===== src/rtl/spi_pkg.sv =====
// Shared SPI definitions: mode encodings and counter sizing.
// Imported by the SPI slave top and its interface users.
package spi_pkg;

  localparam logic [1:0] SPI_MODE0 = 2'b00;
  localparam logic [1:0] SPI_MODE1 = 2'b01;
  localparam logic [1:0] SPI_MODE2 = 2'b10;
  localparam logic [1:0] SPI_MODE3 = 2'b11;

  function automatic int cnt_w(input int w);
    return (w > 2) ? $clog2(w) : 1;
  endfunction

endpackage


===== src/rtl/spi_slave_gen_if.sv =====
// Bundle of SPI pins and the tx/rx word handshake of the slave.
// slave = the spi_slave_gen side, master = pin driver / word user.
interface spi_slave_gen_if #(
  parameter int DATA_W = 8
);

  logic              sck;
  logic              mosi;
  logic              ssel;
  logic              miso;
  logic              miso_oe;
  logic [DATA_W-1:0] tx_data;
  logic              tx_valid;
  logic              tx_ready;
  logic              tx_underrun;
  logic [DATA_W-1:0] rx_data;
  logic              rx_valid;
  logic              frame_active;
  logic              frame_abort;

  modport slave (
    input  sck, mosi, ssel, tx_data, tx_valid,
    output miso, miso_oe, tx_ready, tx_underrun,
    output rx_data, rx_valid, frame_active, frame_abort
  );

  modport master (
    output sck, mosi, ssel, tx_data, tx_valid,
    input  miso, miso_oe, tx_ready, tx_underrun,
    input  rx_data, rx_valid, frame_active, frame_abort
  );

endinterface


===== src/rtl/spi_edge_sync.sv =====
// Multi-flop synchroniser with a history flop for edge pulses.
// Flops reset to IDLE so reset never creates a false edge.
module spi_edge_sync #(
  parameter int   SYNC_STAGES = 2,
  parameter logic IDLE        = 1'b0
) (
  input  logic clk,
  input  logic rst_n,
  input  logic d_i,
  output logic lvl_o,
  output logic rise_o,
  output logic fall_o
);

  logic [SYNC_STAGES-1:0] sync_q;
  logic                   hist_q;

  // shift the async input through the chain, keep last level
  always_ff @(posedge clk or negedge rst_n) begin
    if (!rst_n) begin
      sync_q <= {SYNC_STAGES{IDLE}};
      hist_q <= IDLE;
    end else begin
      sync_q <= {sync_q[SYNC_STAGES-2:0], d_i};
      hist_q <= sync_q[SYNC_STAGES-1];
    end
  end

  assign lvl_o  = sync_q[SYNC_STAGES-1];
  assign rise_o = lvl_o & ~hist_q;
  assign fall_o = ~lvl_o & hist_q;

endmodule


===== src/rtl/spi_slave_gen.sv =====
// Oversampled SPI slave: any width, any CPOL/CPHA, MSB/LSB first.
// One-deep tx holding register, single-cycle rx word strobes.
module spi_slave_gen
  import spi_pkg::*;
#(
  parameter int DATA_W      = 8,
  parameter int CPOL        = 0,
  parameter int CPHA        = 0,
  parameter int MSB_FIRST   = 1,
  parameter int SYNC_STAGES = 2,
  parameter logic [DATA_W-1:0] TX_DEFAULT = '0
) (
  input logic            clk,
  input logic            rst_n,
  spi_slave_gen_if.slave bus
);

  localparam int CW = cnt_w(DATA_W);
  localparam logic [CW-1:0] LAST = CW'(DATA_W - 1);

  logic sck_lvl, sck_rise, sck_fall;
  logic ssel_lvl, ssel_rise, ssel_fall;
  logic mosi_lvl, mosi_rise, mosi_fall;
  logic unused_sync;

  spi_edge_sync #(
    .SYNC_STAGES(SYNC_STAGES),
    .IDLE       (1'(CPOL))
  ) u_sck (
    .clk   (clk),
    .rst_n (rst_n),
    .d_i   (bus.sck),
    .lvl_o (sck_lvl),
    .rise_o(sck_rise),
    .fall_o(sck_fall)
  );

  spi_edge_sync #(
    .SYNC_STAGES(SYNC_STAGES),
    .IDLE       (1'b1)
  ) u_ssel (
    .clk   (clk),
    .rst_n (rst_n),
    .d_i   (bus.ssel),
    .lvl_o (ssel_lvl),
    .rise_o(ssel_rise),
    .fall_o(ssel_fall)
  );

  spi_edge_sync #(
    .SYNC_STAGES(SYNC_STAGES),
    .IDLE       (1'b0)
  ) u_mosi (
    .clk   (clk),
    .rst_n (rst_n),
    .d_i   (bus.mosi),
    .lvl_o (mosi_lvl),
    .rise_o(mosi_rise),
    .fall_o(mosi_fall)
  );

  assign unused_sync = ^{sck_lvl, mosi_rise, mosi_fall};

  logic frame_act;
  logic edge_ok;
  logic lead, trail;
  logic sample_e, shift_e;
  logic load, capture;

  assign frame_act = ~ssel_lvl;
  // a frame start swallows any sck edge seen in the same cycle
  assign edge_ok   = frame_act & ~ssel_fall;
  assign lead      = (CPOL != 0) ? sck_fall : sck_rise;
  assign trail     = (CPOL != 0) ? sck_rise : sck_fall;
  assign sample_e  = edge_ok & ((CPHA != 0) ? trail : lead);
  assign shift_e   = edge_ok & ((CPHA != 0) ? lead : trail);

  logic [CW-1:0]     bitcnt_q, bitcnt_d;
  logic [DATA_W-1:0] rx_sh_q, rx_sh_d;
  logic [DATA_W-1:0] rx_data_q, rx_data_d;
  logic              rx_valid_q, rx_valid_d;
  logic              abort_q, abort_d;

  logic [DATA_W-1:0] tx_sh_q, tx_sh_d;
  logic [DATA_W-1:0] hold_q, hold_d;
  logic              full_q, full_d;
  logic              unr_q, unr_d;

  // CPHA=0 loads at frame start and on the shift edge after a wrap;
  // CPHA=1 loads on the leading edge that opens each word
  assign load = ((CPHA == 0) && ssel_fall)
              | (shift_e && (bitcnt_q == '0));
  assign capture = bus.tx_valid & ~full_q;

  // receive shifter, bit counter and frame-abort detection
  always_comb begin
    bitcnt_d   = bitcnt_q;
    rx_sh_d    = rx_sh_q;
    rx_data_d  = rx_data_q;
    rx_valid_d = 1'b0;
    abort_d    = 1'b0;
    if (!frame_act) begin
      bitcnt_d = '0;
      abort_d  = ssel_rise && (bitcnt_q != '0);
    end else if (sample_e) begin
      if (MSB_FIRST != 0) begin
        rx_sh_d = {rx_sh_q[DATA_W-2:0], mosi_lvl};
      end else begin
        rx_sh_d = {mosi_lvl, rx_sh_q[DATA_W-1:1]};
      end
      if (bitcnt_q == LAST) begin
        bitcnt_d   = '0;
        rx_data_d  = rx_sh_d;
        rx_valid_d = 1'b1;
      end else begin
        bitcnt_d = bitcnt_q + 1'b1;
      end
    end
  end

  // transmit shifter and one-deep holding register
  always_comb begin
    tx_sh_d = tx_sh_q;
    hold_d  = hold_q;
    full_d  = full_q;
    unr_d   = 1'b0;
    if (load) begin
      if (full_q) begin
        tx_sh_d = hold_q;
        full_d  = 1'b0;
      end else if (capture) begin
        tx_sh_d = bus.tx_data;
      end else begin
        tx_sh_d = TX_DEFAULT;
        unr_d   = 1'b1;
      end
    end else begin
      if (shift_e) begin
        if (MSB_FIRST != 0) begin
          tx_sh_d = {tx_sh_q[DATA_W-2:0], 1'b0};
        end else begin
          tx_sh_d = {1'b0, tx_sh_q[DATA_W-1:1]};
        end
      end
      if (capture) begin
        hold_d = bus.tx_data;
        full_d = 1'b1;
      end
    end
  end

  // state registers for both paths
  always_ff @(posedge clk or negedge rst_n) begin
    if (!rst_n) begin
      bitcnt_q   <= '0;
      rx_sh_q    <= '0;
      rx_data_q  <= '0;
      rx_valid_q <= 1'b0;
      abort_q    <= 1'b0;
      tx_sh_q    <= '0;
      hold_q     <= '0;
      full_q     <= 1'b0;
      unr_q      <= 1'b0;
    end else begin
      bitcnt_q   <= bitcnt_d;
      rx_sh_q    <= rx_sh_d;
      rx_data_q  <= rx_data_d;
      rx_valid_q <= rx_valid_d;
      abort_q    <= abort_d;
      tx_sh_q    <= tx_sh_d;
      hold_q     <= hold_d;
      full_q     <= full_d;
      unr_q      <= unr_d;
    end
  end

  assign bus.miso         = (MSB_FIRST != 0) ? tx_sh_q[DATA_W-1]
                                             : tx_sh_q[0];
  assign bus.miso_oe      = frame_act;
  assign bus.frame_active = frame_act;
  assign bus.tx_ready     = ~full_q;
  assign bus.tx_underrun  = unr_q;
  assign bus.rx_data      = rx_data_q;
  assign bus.rx_valid     = rx_valid_q;
  assign bus.frame_abort  = abort_q;

endmodule


===== src/flat_wrapper.sv =====
// flat-port wrapper written by rule: the top's interface ports become plain ports
module spi_slave_gen_flat import spi_pkg::*;
#(
  parameter int DATA_W      = 8,
  parameter int CPOL        = 0,
  parameter int CPHA        = 0,
  parameter int MSB_FIRST   = 1,
  parameter int SYNC_STAGES = 2,
  parameter logic [DATA_W-1:0] TX_DEFAULT = '0
)
  (clk, rst_n, bus_sck, bus_mosi, bus_ssel, bus_tx_data, bus_tx_valid, bus_miso, bus_miso_oe, bus_tx_ready, bus_tx_underrun, bus_rx_data, bus_rx_valid, bus_frame_active, bus_frame_abort);
  spi_slave_gen_if #(.DATA_W(DATA_W)) bus_i ();
  input logic clk;
  input logic rst_n;
  input wire logic [$bits(bus_i.sck)-1:0] bus_sck;
  input wire logic [$bits(bus_i.mosi)-1:0] bus_mosi;
  input wire logic [$bits(bus_i.ssel)-1:0] bus_ssel;
  input wire logic [$bits(bus_i.tx_data)-1:0] bus_tx_data;
  input wire logic [$bits(bus_i.tx_valid)-1:0] bus_tx_valid;
  output wire logic [$bits(bus_i.miso)-1:0] bus_miso;
  output wire logic [$bits(bus_i.miso_oe)-1:0] bus_miso_oe;
  output wire logic [$bits(bus_i.tx_ready)-1:0] bus_tx_ready;
  output wire logic [$bits(bus_i.tx_underrun)-1:0] bus_tx_underrun;
  output wire logic [$bits(bus_i.rx_data)-1:0] bus_rx_data;
  output wire logic [$bits(bus_i.rx_valid)-1:0] bus_rx_valid;
  output wire logic [$bits(bus_i.frame_active)-1:0] bus_frame_active;
  output wire logic [$bits(bus_i.frame_abort)-1:0] bus_frame_abort;
  assign bus_i.sck = bus_sck;
  assign bus_i.mosi = bus_mosi;
  assign bus_i.ssel = bus_ssel;
  assign bus_i.tx_data = bus_tx_data;
  assign bus_i.tx_valid = bus_tx_valid;
  assign bus_miso = bus_i.miso;
  assign bus_miso_oe = bus_i.miso_oe;
  assign bus_tx_ready = bus_i.tx_ready;
  assign bus_tx_underrun = bus_i.tx_underrun;
  assign bus_rx_data = bus_i.rx_data;
  assign bus_rx_valid = bus_i.rx_valid;
  assign bus_frame_active = bus_i.frame_active;
  assign bus_frame_abort = bus_i.frame_abort;
  spi_slave_gen #(.DATA_W(DATA_W), .CPOL(CPOL), .CPHA(CPHA), .MSB_FIRST(MSB_FIRST), .SYNC_STAGES(SYNC_STAGES), .TX_DEFAULT(TX_DEFAULT)) u_core (.clk(clk), .rst_n(rst_n), .bus(bus_i));
endmodule

===== config.mk =====
export PLATFORM = sky130hd
export DESIGN_NAME = spi_slave_gen_flat
export DESIGN_NICKNAME = d
export VERILOG_FILES = /design/src/rtl/spi_pkg.sv /design/src/rtl/spi_slave_gen_if.sv /design/src/rtl/spi_edge_sync.sv /design/src/rtl/spi_slave_gen.sv /design/src/flat_wrapper.sv
export SDC_FILE = /design/constraint.sdc
export NUM_CORES = 1
export LEC_CHECK = 0
export ABC_AREA = 1
export CAP_MARGIN = 40
export CORE_UTILIZATION = 48
export DETAILED_ROUTE_END_ITERATION = 6
export PLACE_DENSITY = 0.71
export SETUP_SLACK_MARGIN = 0.4
export SLEW_MARGIN = 30
export SYNTH_ARGS = -nofsm -noshare
export SYNTH_HDL_FRONTEND = slang
export SYNTH_SLANG_ARGS = --single-unit

===== constraint.sdc =====
create_clock -name clk -period 1.2 [get_ports clk]
set_input_delay 0.36 -clock clk [delete_from_list [all_inputs] [get_ports clk]]
set_output_delay 0.36 -clock clk [all_outputs]
set_load 0.005 [all_outputs]

# Word-level counts from Yosys, hierarchy flattened
# Index checks and enable logic that the tools add are counted.
# word_totals
regBits	46
input_bits	14
out_inout_bits	15
elab_cells	58
# classes
n_addsub	1
eq_ne	1
muxes	16
bitwise_logic	16
reduce_logical	10
# op_table
operator	n
$mux W8	4
$mux W1	9
$mux W3	3
$and A1 B1 Y1	8
$not A1 Y1	7
$reduce_bool A2 Y1	3
$reduce_and A2 Y1	2
$add A3 B1 Y3 const B	1
$eq A3 B3 Y1 const B	1
$logic_not A3 Y1	1
$reduce_and A3 Y1	1
$reduce_bool A3 Y1	1
$logic_and A1 B1 Y1	2
$or A1 B1 Y1	1

# Depth between registers and ports, before layout
# Gate-level depths: netlist of the first run.
# depth
word_depth	9
depth_mapped	8
ltp_nobuf	8

# By module
# A second synthesis of the first run with hierarchy kept.
# unflattened
hier_cells	220
hier_area_um2	2068.2
# by_module_without_submodules
module	n_inst	cells_each	area_each_um2	seq_area_each_um2
spi_slave_gen	1	199	1794.2	950.9
spi_edge_sync at u_core.u_mosi ...	2	7	90.1	75.1
spi_edge_sync at u_core.u_ssel	1	7	93.8	78.8

# Worst setup path before layout of the first run
# Ideal clock, no wire load.
# synth_timing
path_kind	flip-flop to flip-flop
startpoint	register u_core.bitcnt_q[0]
endpoint	register u_core.rx_data_q[0], in the netlist u_core.bus.rx_data[0]
setup_ns	0.123
arrival_ns	1.107
required_ns	1.077
setup_slack_ns	-0.030
path_stages_with_launch	7
path_buffers	0
period_less_slack_ns	1.230
path_cell_list	dfrtp_1 > ha_1 > ha_1 > inv_1 > nor2_4 > nand2_1 > nand2_1
# synth_via
elab_chain_cells	2
# synth_rtl
item	line	source
from (decl)	spi_slave_gen.sv:78	logic [CW-1:0] bitcnt_q, bitcnt_d;
from (signal assigned)	spi_slave_gen.sv:165	bitcnt_q <= bitcnt_d;
$eq A3 B3 Y1	spi_slave_gen.sv:111	if (bitcnt_q == LAST) begin
$reduce_and A3 Y1 (no line)	--	
to (signal assigned)	spi_slave_gen.sv:167	rx_data_q <= rx_data_d;
to (decl)	spi_slave_gen.sv:80	logic [DATA_W-1:0] rx_data_q, rx_data_d;
# Every way passes these cells.
# A chain may end at the register's enable or synchronous reset.

# Worst setup path after layout of the first run
# layout_timing
startpoint	register u_core.u_ssel.sync_q[1]
endpoint	register u_core.rx_sh_q[4]
# layout_via
elab_chain_cells	6
# layout_rtl
item	line	source
from (decl)	spi_edge_sync.sv:15	logic [SYNC_STAGES-1:0] sync_q;
from (signal assigned)	spi_edge_sync.sv:21	sync_q <= {SYNC_STAGES{IDLE}};
from (signal assigned)	spi_edge_sync.sv:24	sync_q <= {sync_q[SYNC_STAGES-2:0], d_i};
$not A1 Y1 (no line) *	--	
$and A1 B1 Y1	spi_edge_sync.sv:31	assign fall_o = ~lvl_o & hist_q;
$not A1 Y1	spi_slave_gen.sv:72	assign edge_ok = frame_act & ~ssel_fall;
$and A1 B1 Y1	spi_slave_gen.sv:72	
$and A1 B1 Y1	spi_slave_gen.sv:75	assign sample_e = edge_ok & ((CPHA != 0) ? trail : lead);
$reduce_and A2 Y1 (no line) *	--	
to (signal assigned)	spi_slave_gen.sv:166	rx_sh_q <= rx_sh_d;
to (decl)	spi_slave_gen.sv:79	logic [DATA_W-1:0] rx_sh_q, rx_sh_d;
# Every way passes the cells marked *; elsewhere a longest branch is shown, timed or not.

==> results.toml, run 1 <==
[routing]
drc = 0
wl_per_cell_um = 14.5
num_vias = 1796
routed_via_density = 5.09
first_iter_violations = 135
wl_um = 5120
antenna_left = 0
first_pass_iters = 6

[logic_synthesis]
yosys_warnings = 0
netlist_area_sq_mm = 0.00204
synth_cell_types = 21
ys_ff_latch = 46
synth_fp_nets = 251
syn_avg_cell_area_sq_um = 8.73
synth_cells = 234
ys_seq_area_share_pct = 56.5

[placed_design]
placed_cell_area_sq_mm = 0.00264
hpwl_um = 3040
place.gp.congestion = 0.813
port_buffers = 28

[cells_and_area]
final_area_sq_mm = 0.00298
utilization_pct = 73.4
layout_commonest_cell = "nand2_1"
finalNetCount = 319
syn2layout_area_growth_pct = 45.7
diodes = 0
drive_above_1_share_pct = 40.6
final_cell_mix = "69 x nand2_1, 42 x dfrtp_1, 25 x buf_4"

[worst_setup_path]
crit_fanout = 5
required_ps = 1390
crit_slowest_cell = "dfstp_2"
worst_path_most_repeated_cell = "buf_4"
startpoint_type = "flip-flop"
crit_chain = "buf_6, buf_12, nor2_4, buf_4, nand3_4, buf_4, nand2_1, o21ai_1"
arrival_ps = 1620
crit_type = "reg2reg"
cp-end-kind = "flip-flop"
cpPeakStageDelay_ps = 390

[pwr]
power.leakage_nw = 1.54
netSwitchingPower_mw = 1.13
max-vdd-ir-drop_mv = 0.837
p_per_area_mw_per_mm2 = 1290
clkPwrFrac_pct = 30.4
power_frac_seq_pct = 49.6
p_int_mw = 2.71
power_frac_comb_pct = 20.1
switching_share_pct = 29.3

[grt]
track_usage_pct = 24.1
overflow = 0
grt_pass1_vias = 1666
grt_max_degree = 16
grt_pass1_wl_um = 7800
antenna_found_initial = 0

[timing]
final_max_slew_viol_count = 0
fin_crit_sh_pct = 119
hold_violations = 10
slew_headroom_pct = 78.8
rsz0062_at_grt = "yes"
timing.final.ws_setup_ps = -230
holdWs_ps = -64.5
fin_skew_ps = 10.2
worst_pin_slew_ps = 319
final-setup-viol-count = 38
fmax_mhz = 700
min_period_ps = 1430

[floorplan]
die_h_um = 67.2
fp.dieW_um = 67.2
rows = 23
start_util_pct = 50.4
die_area_sq_mm = 0.00452
core_sq_mm = 0.00406
ios = 29

[clock_network]
cts-root-buf = "clkbuf_8"
clk_pin_slew_ps = 90
clock_path_buffers = 2
cts_max_level = 2
cts-buffers-inserted = 5
clock_latency_ps = 300
cts_tree = "built"
clock_sinks = 46

[flow_run]
cap_violations = 0

[status]
outcome = "finished with violations"
violations = "negative hold slack, negative setup slack"

[hold_path]
hp-class = "in2async"
==> per-stage QoR <==
stage	hold WS (ps)	power [mW]	instances	setup slack [ps]	setup TNS, ps
floorplan	64.4	2.26	234	16.4	0
global placement	269	2.53	333	-287	-5990
detailed placement	270	2.55	333	-338	-6670
CTS	-62.1	3.75	349	-195	-5250
global route	-63.2	4.04	353	-271	-7750
finish	-64.5	3.84	353	-230	-5160
==> metal layers <==
layer,global-route usage [%],part of all wire [%]
met1,30.9,44
met2,37.4,50
met5,0,0
met4,10.1,1.8
met3,7.94,4.5
==> area by class of cell <==
cell class / instances / area, sq um
flip-flops and latches: 46 / 1160
repair buffers: 62 / 526
fillers: 281 / 1080
clock inverters: 3 / 45.0
inverters: 30 / 129
clock buffers: 5 / 68.8
well taps: 50 / 62.6
multi-input cells: 157 / 991
==> cells in the mapped netlist <==
cell type | number | area, sq um
o21ai_0 | 5 | 25.0
dfrtp_1 | 43 | 1080
nand3_1 | 31 | 155
nor2_1 | 7 | 26.3
a21oi_1 | 4 | 20.0
inv_2 | 5 | 18.8
buf_2 | 2 | 10.0
nand2_2 | 2 | 12.5
dfstp_2 | 3 | 78.8
ha_1 | 3 | 37.5
clkinv_1 | 1 | 3.75
nand2_1 | 82 | 308
inv_1 | 24 | 90.1
nor2_4 | 3 | 33.8
buf_4 | 3 | 22.5
o21ai_1 | 10 | 50.1
nand2_4 | 1 | 11.3
nor3_2 | 1 | 10.0
nand3_2 | 1 | 10.0
o21ai_2 | 1 | 8.76
nand3_4 | 2 | 35.0
==> repair_timing <==
action	in CTS	in global routing
buffers inserted	4	4
setup endpoints to repair	53	54
cloned	4	0
resized for setup	83	28
pin swaps	20	14
hold endpoints to repair	10	10
==> worst paths after layout <==
check | startpoint | to | slack, ps | depth (start not counted)
hold reg to reg | u_core.u_sck.sync_q[0] | u_core.u_sck.sync_q[1] | 360 | 0
max in group asynchronous | rst_n | u_core.u_ssel.sync_q[1] | 790 | 2
setup / recovery | u_core.u_ssel.sync_q[1] | u_core.rx_sh_q[4] | -230 | 8
min in group clk | u_core.u_sck.sync_q[0] | u_core.u_sck.sync_q[1] | 360 | 0
setup reg to reg | u_core.u_ssel.sync_q[1] | u_core.rx_sh_q[4] | -230 | 8
hold / removal | rst_n | u_core.bus.rx_data[4] | -60 | 1
==> power groups by stage <==
| stage | combinational [mW] | sequential [mW] | clock (mW) |
|---|---|---|---|
| floorplan | 0.392 | 1.87 | 0 |
| global placement | 0.631 | 1.90 | 0 |
| detailed placement | 0.652 | 1.90 | 0 |
| CTS | 0.695 | 1.88 | 1.18 |
| global route | 0.855 | 1.92 | 1.27 |
| finish | 0.770 | 1.90 | 1.17 |
==> sequential cells by signal, indices dropped and copies added (netlist names) <==
signal	flops
u_core.hold_q	8
u_core.u_mosi.sync_q	2
u_core.u_ssel.sync_q	2
u_core.u_sck.hist_q	1
u_core.bus.rx_valid	1
u_core.bus.tx_underrun	1
u_core.tx_sh_q	8
u_core.u_ssel.hist_q	1
u_core.rx_sh_q	7
u_core.bitcnt_q	3
u_core.bus.frame_abort	1
u_core.full_q	1
u_core.u_sck.sync_q	2
u_core.bus.rx_data	8
==> worst max-delay path, delay by kind of cell (launching register included) <==
family | cells | cell delay, ps
flip-flops | 1 | 390
AND/OR/NAND/NOR | 3 | 320
buffers and inverters | 4 | 540
AO/OA/AOI/OAI | 1 | 70
==> logic make-up after synthesis <==
family | share of synthesized area, %
adder cells (fa/ha/maj) | 1.84
AO/OA/AOI/OAI | 5.08
buffers and inverters | 7.10
flip-flops | 56.5
AND/OR/NAND/NOR | 29.5
No activity file was read; power rests on OpenSTA's default activity.
==> inputs of run 2 (changes only) <==
Settings changed: SKIP_CTS_REPAIR_TIMING from default to 1.
==> results.toml, run 2 (same netlist as run 1, synthesis figures left out) <==
[timing]
min_period_ps = 1410
worst_pin_slew_ps = 325
setup_tns_ps = -5270
slew_headroom_pct = 78.3
final_max_slew_viol_count = 0
rsz0062_at_grt = "yes"
fin_crit_sh_pct = 117
holdWs_ps = -64.3
fin_skew_ps = 11.4
timing.final.ws_setup_ps = -207
final-setup-viol-count = 38
hold_violations = 10
fmax_mhz = 711

[worst_setup_path]
crit_start = "u_core.u_ssel.sync_q[1]"
r2r-start = "u_core.u_ssel.sync_q[1]"
r2r-end = "u_core.bus.rx_data[0]"
arrival_ps = 1640
cp-end-kind = "flip-flop"
crit_type = "reg2reg"
rr_worst_depth = 8
startpoint_type = "flip-flop"
crit_fanout = 8
worstSetupEndpoint = "u_core.bus.rx_data[0]"
rrSetupSlack_ps = -210
required_ps = 1430

[hold_path]
hp-class = "in2async"

[clock_network]
clk_pin_slew_ps = 90
cts-root-buf = "clkbuf_8"
clock_sinks = 46
clock_path_buffers = 2
cts-buffers-inserted = 5
cts_tree = "built"
clock_latency_ps = 300
cts_max_level = 2

[grt]
grt_max_degree = 19
antenna_found_initial = 0
grt_pass1_wl_um = 6840
grt_pass1_vias = 1530
track_usage_pct = 21.1
overflow = 0

[placed_design]
port_buffers = 28
dp_cells = 333
pre_cts_ws_ps = -338
place.gp.congestion = 0.813
hpwl_um = 3040

[floorplan]
core_sq_mm = 0.00406
die_h_um = 67.2
die_area_sq_mm = 0.00452
ios = 29
rows = 23
fp.dieW_um = 67.2
start_util_pct = 50.4

[pwr]
p_per_area_mw_per_mm2 = 1280
power_frac_comb_pct = 18.3
p_int_mw = 2.68
power.leakage_nw = 1.53
clkPwrFrac_pct = 31.1
netSwitchingPower_mw = 1.06
finalPower_mw = 3.74
max-vdd-ir-drop_mv = 0.822
power_frac_seq_pct = 50.6
switching_share_pct = 28.4

[cells_and_area]
final_cell_mix = "71 x nand2_1, 42 x dfrtp_1, 29 x buf_4"
diodes = 0
instances_no_fill = 357
finalNetCount = 323
drive_above_1_share_pct = 38.4
syn2layout_area_growth_pct = 43.4
layout_commonest_cell = "nand2_1"

[routing]
num_vias = 1740
wl_per_cell_um = 13.0
drc = 0
antenna_left = 0
first_iter_violations = 141
wl_um = 4630
first_pass_iters = 4
routed_via_density = 4.87

[status]
outcome = "finished with violations"
violations = "negative hold slack, negative setup slack"

[flow_run]
cap_violations = 0
-- run 2: changes by cell type in the layout (fill, tap and decap cells not counted), sizes merged --
| cell | delta |
|---|---|
| nor2 | -1 |
| buf | -7 |
| inv | +1 |
| nand3 | -1 |
| clkinv | -1 |
| clkbuf | +13 |
-- run 2: power by group through the flow --
stage               registers (mW)  clock network (mW)  logic (mW)
floorplan                     1.87                   0       0.392
global placement              1.90                   0       0.631
detailed placement            1.90                   0       0.652
CTS                           1.87                1.18       0.653
global route                  1.91                1.25       0.777
finish                        1.89                1.16       0.685
-- run 2: metal layers --
layer | GRT usage (%) | vias up | part of all wire [%] | routed length [um]
li1 | - | 887 | - | -
met1 | 27.2 | 821 | 48 | 2210
met2 | 33.4 | 25 | 48 | 2220
met3 | 4.56 | 7 | 2.8 | 128
met4 | 10.4 | 0 | 1.6 | 72
met5 | 0 | - | 0 | 0
-- run 2: how the worst min path moves through the flow --
stage | startpoint | end | depth (start not counted)
6_report | rst_n | u_core.bus.rx_data[4] | 1
5_1_grt | rst_n | u_core.bus.rx_data[4] | 1
4_1_cts | rst_n | u_core.bus.rx_data[4] | 1
3_5_place_dp | rst_n | u_core.bus.rx_data[4] | 1
3_3_place_gp | rst_n | u_core.bus.rx_data[3] | 1
2_1_floorplan | rst_n | u_core.bitcnt_q[0] | 0
-- run 2: per-stage QoR --
| stage | cell area [sq um] | util [%] |
|---|---|---|
| 2_1_floorplan | 2140 | - |
| 3_3_place_gp | 2640 | 65.2 |
| 3_5_place_dp | 2640 | 65.2 |
| 4_1_cts | 2760 | 68.0 |
| 5_1_grt | 2930 | 72.2 |
| 6_report | 2930 | 72.2 |
-- run 2: final cells by class --
cell class | count | area [sq um]
fill | 282 | 1130
clock buffer | 5 | 68.8
clock inverter | 3 | 45.0
inverter | 30 | 120
sequential | 46 | 1160
multi-input combinational | 155 | 911
tap | 50 | 62.6
timing repair buffer | 68 | 566
-- run 2: worst max-delay path: stages (launching register included) --
cell and delay (ps):
dfstp_2 390, buf_6 110, buf_12 110, nor2_4 120, nand3_4 170, nor2_4 190
buf_6 140, nand2_2 40, nand2_1 60
==> inputs of run 3 (changes only) <==
Settings changed: ABC_CLOCK_PERIOD_IN_PS from default to 1200, SETUP_SLACK_MARGIN 0.4 to default.
==> results.toml, run 3 (same netlist as run 1, synthesis figures left out) <==
[worst_setup_path]
arrival_ps = 1020
rr_worst_depth = 8
crit_fanout = 3
required_ps = 840
r2r-end = "u_core.tx_sh_q[4]"
cp-end-kind = "primary output"
startpoint_type = "flip-flop"
r2r-start = "u_core.u_ssel.sync_q[1]"
rrSetupSlack_ps = -140
crit_type = "reg2out"

[cells_and_area]
syn2layout_area_growth_pct = 41.9
final_cell_mix = "70 x nand2_1, 42 x dfrtp_1, 26 x nand3_1"
layout_commonest_cell = "nand2_1"
diodes = 0
instances_no_fill = 346
drive_above_1_share_pct = 38.2
finalNetCount = 312

[pwr]
p_per_area_mw_per_mm2 = 1220
power_frac_comb_pct = 20.2
max-vdd-ir-drop_mv = 0.912
clkPwrFrac_pct = 26.1
p_int_mw = 2.48
power_frac_seq_pct = 53.6
netSwitchingPower_mw = 1.05
power.leakage_nw = 1.52
finalPower_mw = 3.53
switching_share_pct = 29.8

[floorplan]
core_sq_mm = 0.00406
start_util_pct = 50.4
die_h_um = 67.2
ios = 29
rows = 23
die_area_sq_mm = 0.00452
fp.dieW_um = 67.2

[timing]
min_period_ps = 1380
slew_headroom_pct = 83.3
hold_violations = 0
holdWs_ps = 17.5
fin_crit_sh_pct = 115
final-setup-viol-count = 35
fin_skew_ps = 18.9
setup_tns_ps = -3150
final_max_slew_viol_count = 0
rsz0062_at_grt = "yes"
fmax_mhz = 724
timing.final.ws_setup_ps = -181
worst_pin_slew_ps = 251

[clock_network]
cts-buffers-inserted = 5
cts_tree = "built"
clock_latency_ps = 310
clock_sinks = 46
cts_max_level = 2
clock_path_buffers = 2
cts-root-buf = "clkbuf_8"
clk_pin_slew_ps = 90

[placed_design]
hpwl_um = 2770
dp_cells = 325
port_buffers = 28
place.gp.congestion = 0.792

[flow_run]
cap_violations = 0

[routing]
first_pass_iters = 4
wl_um = 4750
drc = 0
first_iter_violations = 84
wl_per_cell_um = 13.7
routed_via_density = 5.19
antenna_left = 0
num_vias = 1796

[grt]
overflow = 0
grt_max_degree = 47
grt_pass1_wl_um = 6870
grt_pass1_vias = 1509
track_usage_pct = 20.6
antenna_found_initial = 0

[status]
violations = "negative setup slack"
outcome = "finished with violations"

[hold_path]
hp-class = "in2async"
## run 3: power by group through the flow
stage | clock, mW | combinational (mW) | sequential [mW]
2_1_floorplan | 0 | 0.368 | 1.87
3_3_place_gp | 0 | 0.592 | 1.89
3_5_place_dp | 0 | 0.613 | 1.89
4_1_cts | 0.928 | 0.614 | 1.87
5_1_grt | 1.00 | 0.806 | 1.92
6_report | 0.923 | 0.715 | 1.89
## run 3: cell type report
cell class | count | area [sq um]
multi-input combinational | 156 | 961
clock buffer | 6 | 72.6
clock inverter | 2 | 10.0
inverter | 30 | 118
fill | 306 | 1160
timing repair buffer | 56 | 519
tap | 50 | 62.6
sequential | 46 | 1160
## run 3: worst max path at each step
stage / startpoint / end
after detailed placement: bus_tx_valid / u_core.tx_sh_q[6]
final: u_core.u_ssel.sync_q[1] / bus_miso_oe
after CTS: u_core.u_ssel.sync_q[1] / bus_miso_oe
after global placement: bus_tx_valid / u_core.tx_sh_q[6]
after floorplan: u_core.bitcnt_q[0] / u_core.hold_q[0]
after global routing: u_core.u_ssel.sync_q[1] / bus_miso_oe
## run 3: layer usage
metal	routed length, um	track usage, %
met3	219	5.57
met4	80	7.45
met5	0	0
met1	2220	29.6
met2	2240	29.6
## run 3: through the flow
stage                     util, %  instance area [sq um]  worst slack, ps
after global placement       62.3                   2530             -281
final                        71.4                   2900             -181
after global routing         71.4                   2900             -223
after CTS                    64.4                   2610             -491
after detailed placement     62.3                   2530             -283
after floorplan                 -                   2050             1.16
## run 3: worst max-delay path, stage by stage, from the launching register on
cell,delay [ps]
dfstp_2,540
inv_2,40
dlymetal6s2s_1,140
